### src/rtl/reg_file_8x8.sv
// Purpose: 8x8 register file with one write port and two combinational read ports; optional write-to-read forwarding under REG_FILE_BYPASS_EN.
// Latency: reads are zero-cycle from the address inputs; writes land on the CLK rising edge.
// Backpressure: none; a write is accepted on every edge where WRITE=1 and RESET=1.
module reg_file_8x8 #(
    parameter logic [7:0] RESET_VAL = 8'h00
) (
    input  logic       CLK,
    input  logic       RESET,
    input  logic [7:0] IN,
    input  logic [2:0] INADDRESS,
    input  logic       WRITE,
    input  logic [2:0] OUT1ADDRESS,
    input  logic [2:0] OUT2ADDRESS,
    output logic [7:0] OUT1,
    output logic [7:0] OUT2
);

    logic [7:0] regs [8];

    // A write is taken only when WRITE is a clean 1, so an X/Z WRITE leaves the array untouched.
    always_ff @(posedge CLK or negedge RESET) begin
        if (!RESET) begin
            for (int i = 0; i < 8; i++) begin
                regs[i] <= RESET_VAL;
            end
        end else if (WRITE) begin
            regs[INADDRESS] <= IN;
        end
    end

`ifdef REG_FILE_BYPASS_EN
    // Forwarding is suppressed during reset so both ports keep showing RESET_VAL.
    always_comb begin
        OUT1 = regs[OUT1ADDRESS];
        if (RESET && WRITE && (OUT1ADDRESS == INADDRESS)) begin
            OUT1 = IN;
        end
    end

    always_comb begin
        OUT2 = regs[OUT2ADDRESS];
        if (RESET && WRITE && (OUT2ADDRESS == INADDRESS)) begin
            OUT2 = IN;
        end
    end
`else
    assign OUT1 = regs[OUT1ADDRESS];
    assign OUT2 = regs[OUT2ADDRESS];
`endif

endmodule

### config.mk
export PLATFORM = sky130hd
export DESIGN_NAME = reg_file_8x8
export DESIGN_NICKNAME = d
export VERILOG_FILES = /design/src/rtl/reg_file_8x8.sv
export SDC_FILE = /design/constraint.sdc
export NUM_CORES = 1
export LEC_CHECK = 0
export CORE_UTILIZATION = 40
export CTS_BUF_LIST = sky130_fd_sc_hd__clkbuf_16
export DETAILED_ROUTE_END_ITERATION = 10
export PLACE_DENSITY_LB_ADDON = 0.12
export SYNTH_ARGS = -nofsm -noshare
export SYNTH_HDL_FRONTEND = slang
export SYNTH_SLANG_ARGS = --single-unit
### constraint.sdc
create_clock -name CLK -period 5.8 [get_ports CLK]
set_clock_uncertainty 0.15 [all_clocks]
set_input_delay 1.74 -clock CLK [delete_from_list [all_inputs] [get_ports CLK]]
set_output_delay 1.74 -clock CLK [all_outputs]
set_load 0.01 [all_outputs]
==> summary.txt, run 1 <==
Global route
  – Initial antenna violation count: 0
  – GR Overflow Total: 0
  – Via count of the first global-routing pass: 2130
  – GRT Util Overall: between 10% and 20%
  – First-pass GRT wire length: 12.20 mm
  – Largest net degree at the start of global routing: 39

Finish
  – Multi-input gate area: ~1800 um^2
  – Ant diodes: 0
  – Final Net Count: 259
  – Largest Register: regs
  – Fin cells: 349
  – Final core utilization: 51.62%
  – Fill count: 716
  – Share of layout cells above drive strength 1: between 40% and 50%
  – Largest regs: regs x64
  – Max reg flops: between 60 and 70
  – Synth-to-layout area growth: 22.23%
  – FF+latch area: roughly 1600 um^2

STA
  – Final TNS setup: 0 ps
  – Slew margin rel.: 47.63%
  – RSZ-0062 raised after global routing: false
  – Max Fclk: 0.1760 GHz
  – Worst setup margin: 117.3 ps
  – Least-Margin Pin Slew: roughly 800 ps
  – Final hold vios: 0
  – Slew Limit Fails: 0
  – # setup viols final: 0
  – Final worst path period share: 97.98%
  – Minimum clock period: 5683 ps

Clocking
  – CTS hold repair buffers: 0
  – H-tree Lvls: 3
  – Total number of clock tree sinks: 64
  – Clock-pin slew on the worst setup and hold paths: 50 ps
  – CTS resizes: 0
  – Root buf cell: clkbuf_16
  – # Post-CTS Setup Buffers: 0
  – Clk buf depth: 2
  – Clock Latency Late Sink: 320 ps
  – Total CTS buffers: 9
  – CTS tree: done

Place
  – Number of port buffers: 35
  – DP Cell Count: 333
  – HPWL after detailed placement: between 4 and 5 mm
  – RD Place Congestion: between 0.7 and 0.8
  – Pre-CTS setup slack: 115.6 ps

Routing
  – Vias/cell: 5.854
  – Wire length per cell: 22.37 um
  – Initial drt markers: 90
  – TritonRoute pass-1 iters: 4
  – DRT antenna net count: 0
  – Via Count: 2043
  – Final WL: 7.806 mm
  – DRC: 0

Yosys
  – Synthesized Nets: 221
  – Post-synth top area share: 45.25%
  – Avg Inst Size Synth: ~18 um^2
  – Most instantiated cells after synthesis: mux2_2, dfrtp_1, mux4_1
  – Yosys reg bits: 64
  – Post-synth EDFFs: 0
  – Top FF cell, synth: dfrtp_1
  – Seq/Total Area, Yosys: 45.25%
  – Syn Inst Count: 201
  – Synth area leader: dfrtp_1
  – Asr flop ratio synth: 100.0%
  – YS warnings: 0
  – Top post-synthesis cells by area: dfrtp_1, mux2_2, mux4_1
  – Mapped cell area: around 3500 um^2
  – Post-synthesis cell type count: 13
  – Most frequent cell after synthesis: mux2_2

Floorplan
  – Initial Util: 42.23%
  – Row count: 33
  – DIE AREA: roughly 9200 um^2
  – Core area: 8382 um^2
  – Die height: 96.07 um
  – IO Pins: 36
  – Die width: 96.07 um

Worst setup path
  – Worst R2R Start: regs[54]$_DFFE_PN0P_
  – Critical Path Start Type: input pin
  – FF-to-FF End: regs[54]$_DFFE_PN0P_
  – Maximum fanout along the worst path: 16
  – Max stage delay on crit path: 580 ps
  – Worst path slowest cell: mux4_1
  – FF-to-FF setup slack: 4850 ps
  – CP required: ~4000 ps
  – CP top delay family: buffers and inverters
  – CP bufs+invs: 3
  – Most numerous cell on the critical path: clkdlybuf4s50_1
  – Endpoint kind of the worst setup timing path: output pin
  – Arrival @ worst endpoint: approximately 3800 ps
  – WS Path Type: input pin to output pin
  – Crit path cell chain: clkdlybuf4s50_1 > buf_12 > mux4_1 > mux2_2 > clkdlybuf4s50_1
  – R2R depth: 1

Worst hold path
  – Hold Crit Class: flop to flop
  – Hold depth: 1
  – Startpoint of the worst hold path: regs[53]$_DFFE_PN0P_
  – WHS Endpoint: regs[53]$_DFFE_PN0P_

Run status
  – Status: finished clean

Pwr
  – Leakage power: around 0.0018 uW
  – Power Dens Cells: 358.6 nW/um^2
  – Peak supply drop: 177.9 uV

Run
  – Max Cap Viol: 0
layout make-up:
type	count	area share [%]
Tap cell	105	3.036
Sequential cell	64	37.02
Clock inverter	7	1.995
Timing Repair Buffer	44	10.12
Clock buffer	9	5.205
Multi-Input combinational cell	120	42.63
kinds of logic after synthesis:
group | synth area share (%)
buffers and inverters | 3.429
DFF | 45.25
muxes | 48.89
and+or+nand+nor | 2.439
through the flow:
stage	hold slack (ps)	instance area (um^2)	total power [uW]
finish	360.2	4327	1551
global route	391.1	4327	1627
CTS	365.0	4327	1565
detailed placement	352.7	4015	993.3
global placement	347.9	4015	981.5
floorplan	334.9	3540	845.7
worst max path at each step:
stage                    from  endpoint  slack [ps]  cells past startpoint
4_1_cts        OUT2ADDRESS[0]   OUT2[4]         110                      5
5_1_grt        OUT2ADDRESS[0]   OUT2[4]          70                      5
6_report       OUT2ADDRESS[0]   OUT2[4]         120                      5
3_5_place_dp   OUT2ADDRESS[0]   OUT2[4]         120                      5
2_1_floorplan  OUT2ADDRESS[0]   OUT2[0]        1110                      4
3_3_place_gp   OUT1ADDRESS[0]   OUT1[4]         140                      5
where the power goes:
part | switching, uW | internal (uW)
clock | 197 | 372
combinational | 115 | 255
sequential | 66.4 | 546
cell usage in the layout, fill, tap and decap left out:
cell type        Yosys  routed
nand4b_1             3       3
buf_12               2       2
clkinvlp_4           0       1
dfrtp_1             64      64
clkdlybuf4s50_1      0      34
clkbuf_16            0       9
clkinv_2             0       3
nor4b_4              1       1
mux2_2              80      80
mux4_1              29      29
nor4bb_2             0       2
clkinv_1             0       1
nor4bb_4             0       1
buf_4                0       7
mux4_2               3       3
nand4_1              1       1
buf_2                8       1
bufinv_16            0       2
metal layers:
| metal | GRT usage [%] | wire length [um] |
|---|---|---|
| met2 | 32.15 | 4004 |
| met5 | 0 | 0 |
| met1 | 24.88 | 3504 |
| met4 | 6.716 | 65 |
| met3 | 3.318 | 231 |
Note: power is estimated with default switching activity, not from simulation.
==> run 2: changes to the inputs <==
- CORE_UTILIZATION: 40 -> 35
==> summary.txt, run 2 (synthesized netlist as in run 1, its figures left out) <==
STA
  – Final worst path period share: 98.10% (was 97.98%)
  – Minimum clock period: 5690 ps (was 5683 ps)
  – Slew margin rel.: 43.51% (was 47.63%)
  – Max Fclk: 0.1758 GHz (was 0.1760 GHz)
  – Slew Limit Fails: 0 (unchanged)
  – RSZ-0062 raised after global routing: false (unchanged)
  – Final TNS setup: 0 ps (unchanged)
  – Least-Margin Pin Slew: 843.7 ps (was 782.3 ps)
  – # setup viols final: 0 (unchanged)
  – Final hold vios: 0 (unchanged)

Place
  – RD Place Congestion: 0.6872 (was 0.7004)
  – HPWL after detailed placement: 4.967 mm (was 4.720 mm)
  – Number of port buffers: 35 (unchanged)

Finish
  – Most frequent cells in the layout: mux2_2, dfrtp_1, clkdlybuf4s50_1 (unchanged)
  – Share of layout cells above drive strength 1: 44.17% (was 45.90%)
  – Leading cell type in the layout, fill and taps excluded: mux2_2 (unchanged)
  – Largest Register: regs (unchanged)
  – Fill count: 880 (was 716)
  – Final core utilization: 44.18% (was 51.62%)
  – Final Net Count: 258 (was 259)
  – Ant diodes: 0 (unchanged)
  – Largest regs: regs x64 (unchanged)
  – Synth-to-layout area growth: 21.99% (was 22.23%)
  – Max reg flops: 64 (unchanged)

Routing
  – Wire length per cell: 21.06 um (was 22.37 um)
  – Vias/cell: 5.426 (was 5.854)
  – DRT antenna net count: 0 (unchanged)
  – TritonRoute pass-1 iters: 4 (unchanged)
  – Initial drt markers: 42 (was 90)
  – Via Count: 2024 (was 2043)
  – Final WL: 7.856 mm (was 7.806 mm)
  – DRC: 0 (unchanged)

Global route
  – Via count of the first global-routing pass: 2139 (was 2130)
  – GRT Util Overall: 17.14% (was 19.11%)
  – GR Overflow Total: 0 (unchanged)
  – Largest net degree at the start of global routing: 34 (was 39)
  – Initial antenna violation count: 0 (unchanged)
  – First-pass GRT wire length: 12.47 mm (was 12.20 mm)

Clocking
  – Root buf cell: clkbuf_16 (unchanged)
  – H-tree Lvls: 3 (unchanged)
  – Clock Latency Late Sink: 320 ps (about the same)
  – CTS hold repair buffers: 0 (unchanged)
  – CTS tree: done (unchanged)
  – Total CTS buffers: 9 (unchanged)
  – Clk buf depth: 2 (unchanged)
  – # Post-CTS Setup Buffers: 0 (unchanged)
  – CTS resizes: 0 (unchanged)
  – Clock-pin slew on the worst setup and hold paths: 50 ps (about the same)
  – Total number of clock tree sinks: 64 (unchanged)

Run status
  – Status: finished clean (unchanged)

Floorplan
  – Initial Util: 36.21% (was 42.23%)
  – Die height: 102.6 um (was 96.07 um)
  – DIE AREA: 10520 um^2 (was 9229 um^2)
  – Die width: 102.6 um (was 96.07 um)
  – Core area: 9774 um^2 (was 8382 um^2)
  – IO Pins: 36 (unchanged)
  – Row count: 36 (was 33)

Worst setup path
  – Critical Path Start Type: input pin (unchanged)
  – WS Path Type: input pin to output pin (unchanged)
  – Endpoint kind of the worst setup timing path: output pin (unchanged)
  – FF-to-FF setup slack: 4860 ps (was 4850 ps)
  – R2R depth: 1 (unchanged)
  – FF-to-FF End: regs[16]$_DFFE_PN0P_ (was regs[54]$_DFFE_PN0P_)
  – Critical path launch point: OUT1ADDRESS[0] (was OUT2ADDRESS[0])
  – CP required: 3910 ps (about the same)
  – Arrival @ worst endpoint: 3800 ps (was 3790 ps)
  – Maximum fanout along the worst path: 16 (unchanged)
  – Worst R2R Start: regs[16]$_DFFE_PN0P_ (was regs[54]$_DFFE_PN0P_)

Pwr
  – P_int: 1079 uW (was 1173 uW)
  – Peak supply drop: 108.9 uV (was 177.9 uV)
  – Clock power share: 31.3% (was 36.7%)
  – Sw Pwr: 354.6 uW (was 378.6 uW)
  – Power Dens Cells: 332.0 nW/um^2 (was 358.6 nW/um^2)
  – Gate power share: 26.1% (was 23.8%)
  – Seq pwr share: 42.7% (was 39.5%)
  – Net Sw Frac: 24.74% (was 24.40%)
  – Leakage power: 0.001798 uW (was 0.001815 uW)
  – Total Power: 1433 uW (was 1551 uW)

Worst hold path
  – Startpoint of the worst hold path: regs[49]$_DFFE_PN0P_ (was regs[53]$_DFFE_PN0P_)
  – Hold depth: 1 (unchanged)
  – WHS Endpoint: regs[49]$_DFFE_PN0P_ (was regs[53]$_DFFE_PN0P_)
  – Hold Crit Class: flop to flop (unchanged)

Run
  – Max Cap Viol: 0 (unchanged)
[run 2: cell type report]
class,count,area (um^2),share of cell area (%)
Sequential cell,64,1602,37.09
Clock buffer,9,225.2,5.216
Clock inverter,4,16.27,0.3767
Timing Repair Buffer,43,455.4,10.55
Tap cell,133,166.4,3.854
Multi-Input combinational cell,120,1853,42.92
[run 2: worst max-delay path, stage by stage]
cell and delay, ps:
clkdlybuf4s50_1 510, buf_12 190, mux4_1 580, mux2_2 300, clkdlybuf4s50_1 480
[run 2: per-layer routing]
| layer | track usage, % | vias up | wire length, um | part of all wire, % |
|---|---|---|---|---|
| met4 | 7.582 | 0 | 154 | 2.0 |
| met5 | 0 | - | 0 | 0 |
| met1 | 24.28 | 1075 | 3783 | 48 |
| met3 | 3.322 | 12 | 264 | 3.4 |
| li1 | - | 898 | - | - |
| met2 | 25.64 | 39 | 3654 | 47 |
[run 2: worst max-delay path by stage]
stage	slack (ps)	cells past startpoint	to
after floorplan	1110	4	OUT2[0]
after global placement	120	5	OUT2[0]
after detailed placement	100	5	OUT1[0]
after CTS	100	5	OUT1[0]
after global routing	80	5	OUT2[0]
final	110	5	OUT1[0]
[run 2: stage by stage]
stage / worst slack [ps] / cell area (um^2) / hold slack, ps / instances
CTS: 95.74 / 4318 / 367.6 / 373
global placement: 124.8 / 4076 / 345.2 / 360
global route: 80.88 / 4318 / 390.8 / 373
floorplan: 1105 / 3540 / 334.9 / 201
finish: 110.2 / 4318 / 363.4 / 373
detailed placement: 101.7 / 4076 / 355.9 / 360
[run 2: power by group through the flow]
stage                     clock [uW]  combinational [uW]  sequential (uW)
after detailed placement           0                 380              618
after CTS                        464                 381              611
after global placement             0                 373              614
final                            448                 374              611
after global routing             486                 405              627
after floorplan                    0                 254              592
